===== src/rtl/uart_tx_buffer_if.sv =====
// rtl/uart_tx_buffer_if.sv - byte push and transmitter launch signals for uart_tx_buffer
//
// Purpose: bundles the push side (wr_en/wr_data/full/empty/count/busy) and
// the transmitter side (tx_start/tx_data/tx_done_tick) of the transmit buffer.
// The slave modport is the buffer; the master modport is whoever pushes bytes
// and owns the transmitter.
// Optional macro UART_TX_BUFFER_OVERFLOW_FLAG_EN adds ovf_clr and overflow.
interface uart_tx_buffer_if #(
  parameter int DEPTH_LOG2 = 4,
  parameter int DATA_WIDTH = 8
);
  logic                  wr_en;
  logic [DATA_WIDTH-1:0] wr_data;
  logic                  full;
  logic                  empty;
  logic [DEPTH_LOG2:0]   count;
  logic                  busy;
  logic                  tx_start;
  logic [DATA_WIDTH-1:0] tx_data;
  logic                  tx_done_tick;
`ifdef UART_TX_BUFFER_OVERFLOW_FLAG_EN
  logic                  ovf_clr;
  logic                  overflow;

  modport master (
    output wr_en, wr_data, tx_done_tick, ovf_clr,
    input  full, empty, count, busy, tx_start, tx_data, overflow
  );
  modport slave (
    input  wr_en, wr_data, tx_done_tick, ovf_clr,
    output full, empty, count, busy, tx_start, tx_data, overflow
  );
`else
  modport master (
    output wr_en, wr_data, tx_done_tick,
    input  full, empty, count, busy, tx_start, tx_data
  );
  modport slave (
    input  wr_en, wr_data, tx_done_tick,
    output full, empty, count, busy, tx_start, tx_data
  );
`endif
endinterface


===== src/rtl/uart_tx_buffer.sv =====
// rtl/uart_tx_buffer.sv - transmit byte FIFO and launch controller for a UART transmitter
//
// Purpose: stores pushed bytes in a circular FIFO and hands them one at a
// time to the transmitter with a one-cycle tx_start pulse, holding tx_data
// until the transmitter returns tx_done_tick.
// Ports:
//   clk                 system clock, all state on rising edge
//   reset               asynchronous active-high reset
//   bus.wr_en/wr_data   push strobe and byte (dropped while full)
//   bus.full/empty      registered occupancy flags
//   bus.count           registered occupancy, 0..2^DEPTH_LOG2
//   bus.busy            FIFO non-empty or a byte still in flight
//   bus.tx_start        one-cycle launch pulse to the transmitter
//   bus.tx_data         byte in flight, held from tx_start until tx_done_tick
//   bus.tx_done_tick    completion pulse from the transmitter
// Optional macro UART_TX_BUFFER_OVERFLOW_FLAG_EN adds bus.ovf_clr (input)
// and bus.overflow (sticky output, set by a push attempted while full).
module uart_tx_buffer #(
  parameter int DEPTH_LOG2 = 4,
  parameter int DATA_WIDTH = 8
) (
  input  logic           clk,
  input  logic           reset,
  uart_tx_buffer_if.slave bus
);
  localparam int                  DEPTH     = 1 << DEPTH_LOG2;
  localparam logic [DEPTH_LOG2:0] DEPTH_CNT = (DEPTH_LOG2 + 1)'(DEPTH);

  localparam logic [1:0] ST_IDLE  = 2'd0;
  localparam logic [1:0] ST_START = 2'd1;
  localparam logic [1:0] ST_WAIT  = 2'd2;

  logic [DATA_WIDTH-1:0] mem_q [DEPTH];

  logic [DEPTH_LOG2-1:0] wr_ptr_q, wr_ptr_d;
  logic [DEPTH_LOG2-1:0] rd_ptr_q, rd_ptr_d;
  logic [DEPTH_LOG2:0]   count_q, count_d;
  logic                  empty_q, empty_d;
  logic                  full_q, full_d;
  logic [1:0]            state_q, state_d;
  logic                  tx_start_q, tx_start_d;
  logic [DATA_WIDTH-1:0] tx_data_q, tx_data_d;
  logic                  push;
  logic                  pop;

  always_comb begin
    // A push is judged against the registered full flag, so a pop in the
    // same cycle never makes room for it.
    push = bus.wr_en & ~full_q;
    pop  = (state_q == ST_IDLE) & ~empty_q;

    wr_ptr_d = push ? wr_ptr_q + 1'b1 : wr_ptr_q;
    rd_ptr_d = pop  ? rd_ptr_q + 1'b1 : rd_ptr_q;

    count_d = count_q;
    if (push && !pop) begin
      count_d = count_q + 1'b1;
    end else if (pop && !push) begin
      count_d = count_q - 1'b1;
    end
    empty_d = (count_d == '0);
    full_d  = (count_d == DEPTH_CNT);

    state_d    = state_q;
    tx_start_d = 1'b0;
    tx_data_d  = tx_data_q;
    case (state_q)
      ST_IDLE: begin
        // Read and write never target the same slot here: a pop needs a
        // non-empty FIFO and a push needs a non-full one.
        if (pop) begin
          tx_data_d  = mem_q[rd_ptr_q];
          tx_start_d = 1'b1;
          state_d    = ST_START;
        end
      end
      ST_START: state_d = ST_WAIT;
      ST_WAIT: begin
        if (bus.tx_done_tick) begin
          state_d = ST_IDLE;
        end
      end
      default: state_d = ST_IDLE;
    endcase
  end

  // Storage has no reset; contents are meaningless until written.
  always_ff @(posedge clk) begin
    if (push) begin
      mem_q[wr_ptr_q] <= bus.wr_data;
    end
  end

  always_ff @(posedge clk or posedge reset) begin
    if (reset) begin
      wr_ptr_q   <= '0;
      rd_ptr_q   <= '0;
      count_q    <= '0;
      empty_q    <= 1'b1;
      full_q     <= 1'b0;
      state_q    <= ST_IDLE;
      tx_start_q <= 1'b0;
      tx_data_q  <= '0;
    end else begin
      wr_ptr_q   <= wr_ptr_d;
      rd_ptr_q   <= rd_ptr_d;
      count_q    <= count_d;
      empty_q    <= empty_d;
      full_q     <= full_d;
      state_q    <= state_d;
      tx_start_q <= tx_start_d;
      tx_data_q  <= tx_data_d;
    end
  end

  assign bus.full     = full_q;
  assign bus.empty    = empty_q;
  assign bus.count    = count_q;
  assign bus.busy     = (state_q != ST_IDLE) | ~empty_q;
  assign bus.tx_start = tx_start_q;
  assign bus.tx_data  = tx_data_q;

`ifdef UART_TX_BUFFER_OVERFLOW_FLAG_EN
  logic overflow_q, overflow_d;

  always_comb begin
    overflow_d = overflow_q;
    if (bus.ovf_clr) begin
      overflow_d = 1'b0;
    end
    // A new dropped write outranks a simultaneous clear.
    if (bus.wr_en && full_q) begin
      overflow_d = 1'b1;
    end
  end

  always_ff @(posedge clk or posedge reset) begin
    if (reset) begin
      overflow_q <= 1'b0;
    end else begin
      overflow_q <= overflow_d;
    end
  end

  assign bus.overflow = overflow_q;
`endif
endmodule


===== src/flat_wrapper.sv =====
// flat-port wrapper written by rule: the top's interface ports become plain ports
module uart_tx_buffer_flat 
#(
  parameter int DEPTH_LOG2 = 4,
  parameter int DATA_WIDTH = 8
)
  (clk, reset, bus_wr_en, bus_wr_data, bus_tx_done_tick, bus_full, bus_empty, bus_count, bus_busy, bus_tx_start, bus_tx_data);
  uart_tx_buffer_if #(.DEPTH_LOG2(DEPTH_LOG2), .DATA_WIDTH(DATA_WIDTH)) bus_i ();
  input  logic clk;
  input  logic reset;
  input wire logic [$bits(bus_i.wr_en)-1:0] bus_wr_en;
  input wire logic [$bits(bus_i.wr_data)-1:0] bus_wr_data;
  input wire logic [$bits(bus_i.tx_done_tick)-1:0] bus_tx_done_tick;
  output wire logic [$bits(bus_i.full)-1:0] bus_full;
  output wire logic [$bits(bus_i.empty)-1:0] bus_empty;
  output wire logic [$bits(bus_i.count)-1:0] bus_count;
  output wire logic [$bits(bus_i.busy)-1:0] bus_busy;
  output wire logic [$bits(bus_i.tx_start)-1:0] bus_tx_start;
  output wire logic [$bits(bus_i.tx_data)-1:0] bus_tx_data;
  assign bus_i.wr_en = bus_wr_en;
  assign bus_i.wr_data = bus_wr_data;
  assign bus_i.tx_done_tick = bus_tx_done_tick;
  assign bus_full = bus_i.full;
  assign bus_empty = bus_i.empty;
  assign bus_count = bus_i.count;
  assign bus_busy = bus_i.busy;
  assign bus_tx_start = bus_i.tx_start;
  assign bus_tx_data = bus_i.tx_data;
  uart_tx_buffer #(.DEPTH_LOG2(DEPTH_LOG2), .DATA_WIDTH(DATA_WIDTH)) u_core (.clk(clk), .reset(reset), .bus(bus_i));
endmodule

===== config.mk =====
export PLATFORM = sky130hd
export DESIGN_NAME = uart_tx_buffer_flat
export DESIGN_NICKNAME = d
export VERILOG_FILES = /design/src/rtl/uart_tx_buffer_if.sv /design/src/rtl/uart_tx_buffer.sv /design/src/flat_wrapper.sv
export SDC_FILE = /design/constraint.sdc
export NUM_CORES = 1
export LEC_CHECK = 0
export CORE_MARGIN = 2
export CORE_UTILIZATION = 30
export CTS_CLUSTER_DIAMETER = 150
export CTS_CLUSTER_SIZE = 28
export DETAILED_ROUTE_END_ITERATION = 10
export DONT_BUFFER_PORTS = 1
export PLACE_DENSITY_LB_ADDON = 0.15
export SYNTH_ARGS = -nofsm -noshare
export SYNTH_HDL_FRONTEND = slang
export SYNTH_SLANG_ARGS = --single-unit

===== constraint.sdc =====
create_clock -name clk -period 1.9 [get_ports clk]
set_input_delay 0.19 -clock clk [delete_from_list [all_inputs] [get_ports clk]]
set_output_delay 0.19 -clock clk [all_outputs]
set_load 0.03 [all_outputs]

==> impl_metrics.tcl <==
set metrics [dict create \
    run_status "finished, final reports clean" \
    post-synth-top-count-cell "sky130_fd_sc_hd__edfxtp_1" \
    finalSetupViolations 0 \
    critPathRequiredTime_ps 2200 \
    layout-area-overhead-vs-synth_pct 23.0 \
    intPower_mw 7.82 \
    globalRouteOverflowTotal 0 \
    whs_ps 179 \
    synth.top_cells.by_area "sky130_fd_sc_hd__edfxtp_1 63%, sky130_fd_sc_hd__mux4_2 11%, sky130_fd_sc_hd__dfrtp_1 10%" \
    maxCapViolCount 0 \
    ys_async_sr_fraction_pct 16.9 \
    regToRegStartpoint "u_core.state_q[1]" \
    via_count 3085 \
    timing.reg2reg.setup_slack_ps 20 \
    final_period_demand_of_the_worst_path_ps 1880 \
    worstHoldEndpoint "u_core.wr_ptr_q[0]" \
    top_level_port_count 29 \
    wire_length_of_the_first_global_routing_pass_um 20600 \
    first_iter_violations 176 \
    crit-reg2reg-capture "u_core.bus.full" \
    yosysTopAreaCellShare_pct 62.7 \
    post-place-cells 632 \
    post_route_cells_drive_above_1_share_pct 27.9 \
    finalPower_mw 11.8 \
    width_of_the_die_um 147 \
    root_buffer "sky130_fd_sc_hd__clkbuf_16" \
    die_area_sq_um 21600 \
    holdCritStartpoint "bus_wr_en" \
    rr_worst_depth 6 \
    synth.cell_area_sq_um 6130 \
    grt_pass1_vias 3355 \
    p_per_area_nw_per_um2 1570 \
    drt-wirelength-per-cell_um 19.7 \
    num-nets-final 411 \
    placement.setup.worst_slack_ps 28.1 \
    routed_via_density 4.57 \
    ant_nets 0 \
    yosys.area.top_type "sky130_fd_sc_hd__edfxtp_1" \
    coreArea_sq_um 20200 \
    antenna_found_initial 1 \
    synth_top_flop_cell "sky130_fd_sc_hd__edfxtp_1" \
    insertion_delay_ps 430 \
    finalWorstSetupSlack_ps 16.2 \
    port_buffers 0 \
    peakVddDrop_mv 0.631 \
    cts_sinks 154 \
    p_leak_nw 2.65 \
    grt_start_max_net_pins 27 \
    fin_worst_skew_ps 11.8 \
    power.net_switching_mw 4.01 \
    power_switching_share_pct 33.9 \
    max_slew.worst_pin.slew_ps 645 \
    drc 0 \
    worst_hold_path.num_cells 3 \
    initial_core_utilization_pct 30.4 \
    worst_setup_path_end_kind "flip-flop" \
    ys_seq_elements 154 \
    kind_of_start_point_of_the_critical_path "flip-flop" \
    slew-limit-headroom_pct 56.9 \
    final_max_slew_viol_count 0 \
    max-clock-path-buffers 2 \
    number_of_warning_messages_in_the_yosys_log 0 \
    synth_nets 354 \
    ys_types 36 \
    gpl.final_weighted_congestion 0.775 \
    die_height_um 147 \
    cts_tree "yes" \
    cts_htree_levels 4 \
    synth-seq-area-share_pct 73.3 \
    timing.setup.critical_path_class "flip-flop to flip-flop" \
    cp_max_fo 5 \
    fp-row-count 52 \
    timing.fmax_mhz 531 \
    synthesis.instances 335 \
    clock_transition_at_the_register_clock_pins_on_the_worst_setup_and_hold_paths_after_cts_ps 70 \
    combinationalPowerShare_pct 31.3 \
    routed_wire_length_um 13300 \
    antenna_cells 0 \
    cts-buffers-inserted 17 \
    power_frac_seq_pct 40.7 \
    final_util_pct 37.4 \
    final-instance-count-excl-fill 675 \
    number_of_flops_mapped_to_enable_cells_by_yosys 128 \
    ys_top_cells_by_count "128 x sky130_fd_sc_hd__edfxtp_1, 29 x sky130_fd_sc_hd__mux4_2, 25 x sky130_fd_sc_hd__dfrtp_1, 21 x sky130_fd_sc_hd__mux2i_1" \
    final-hold-violation-count 0 \
    power.share.clock_pct 28.0 \
    worstHoldPathType "primary input to flip-flop" \
    drt_pre_antenna_iters 4 \
    syn_avg_cell_area_sq_um 18.3 \
    final.period_utilization_pct 99.1 \
    hpwl_detailed_um 8760 \
    timing.critical_path.arrival_ps 2190 \
    grt_util_all_layers_pct 13.3 \
]
cells by family after synthesis:
family	synth area share [%]
DFF	73.3
and+or+nand+nor	5.76
buffers and inverters	1.61
xor gates and xnor gates	1.43
adders and majority gates	1.43
muxes	14.3
AOI/OAI and AO/OA	2.16
layout make-up:
class / instances / area, sq um
sequential: 154 / 4500
inverter: 9 / 35.0
clock buffer: 17 / 425
timing repair buffer: 52 / 528
fill: 1897 / 12600
tap: 270 / 338
clock inverter: 15 / 161
multi-input combinational: 158 / 1560
cells in the final DEF, fill, tap and decap left out, types with 9 or more instances in the layout:
| cell type | n |
|---|---|
| sky130_fd_sc_hd__dlygate4sd3_1 | 10 |
| sky130_fd_sc_hd__mux4_2 | 29 |
| sky130_fd_sc_hd__edfxtp_1 | 128 |
| sky130_fd_sc_hd__and2_1 | 17 |
| sky130_fd_sc_hd__clkbuf_16 | 17 |
| sky130_fd_sc_hd__nand2_1 | 13 |
| sky130_fd_sc_hd__xnor2_1 | 9 |
| sky130_fd_sc_hd__mux2i_1 | 21 |
| sky130_fd_sc_hd__buf_4 | 33 |
| sky130_fd_sc_hd__dfrtp_1 | 24 |
| sky130_fd_sc_hd__buf_12 | 9 |
| sky130_fd_sc_hd__nor2_1 | 16 |
repair_timing:
action                                  4_1_cts  5_1_grt
endpoints found under the setup margin        0        2
hold buffers                                 10        0
setup buffers                                 0        1
endpoints found under the hold margin       154        0
gates resized for setup                       0        4
metrics by stage:
stage               setup TNS, ps  cell area, sq um
floorplan                       0              6130
global placement                0              6830
detailed placement              0              6830
CTS                             0              7510
global route                -29.4              7540
finish                          0              7540
how the worst max path moves through the flow:
stage,startpoint,end,slack (ps),cells after the start
floorplan,u_core.rd_ptr_q[1],u_core.bus.tx_data[2],20,7
global placement,u_core.state_q[0],u_core.bus.empty,60,6
detailed placement,u_core.state_q[0],u_core.bus.empty,30,6
CTS,u_core.state_q[0],u_core.bus.empty,2,6
global route,u_core.state_q[0],u_core.bus.empty,-30,6
finish,u_core.state_q[1],u_core.bus.full,20,6
flip-flops by register name, indices dropped and copies added, names as in the netlist:
name,count
u_core.bus.count,5
u_core.bus.empty,1
u_core.bus.full,1
u_core.bus.tx_data,8
u_core.bus.tx_start,1
u_core.mem_q,128
u_core.rd_ptr_q,4
u_core.state_q,2
u_core.wr_ptr_q,4
per-layer routing:
layer / GRT usage (%) / vias to the layer above / part of all wire [%]
met5: 0 / - / 0.098
met2: 20.3 / 54 / 48
li1: - / 1422 / -
met4: 4.18 / 2 / 0.88
met1: 18.2 / 1596 / 47
met3: 4.10 / 11 / 3.8
worst max-delay path, cell delays in order, from the launching register on:
cell and delay (ps):
sky130_fd_sc_hd__dfrtp_1 380, sky130_fd_sc_hd__or3_4 410, sky130_fd_sc_hd__nor3_2 190, sky130_fd_sc_hd__a32oi_2 140
sky130_fd_sc_hd__xor2_1 170, sky130_fd_sc_hd__buf_4 150, sky130_fd_sc_hd__nor4_1 320
power groups by stage:
stage,Sequential [mW],Combinational (mW),Clock (mW)
6_report,4.82,3.70,3.31
5_1_grt,4.89,4.05,3.54
4_1_cts,4.82,3.73,3.39
3_5_place_dp,4.89,3.67,0
3_3_place_gp,4.87,3.66,0
2_1_floorplan,4.85,2.34,0
(Power assumes the default switching activity.)
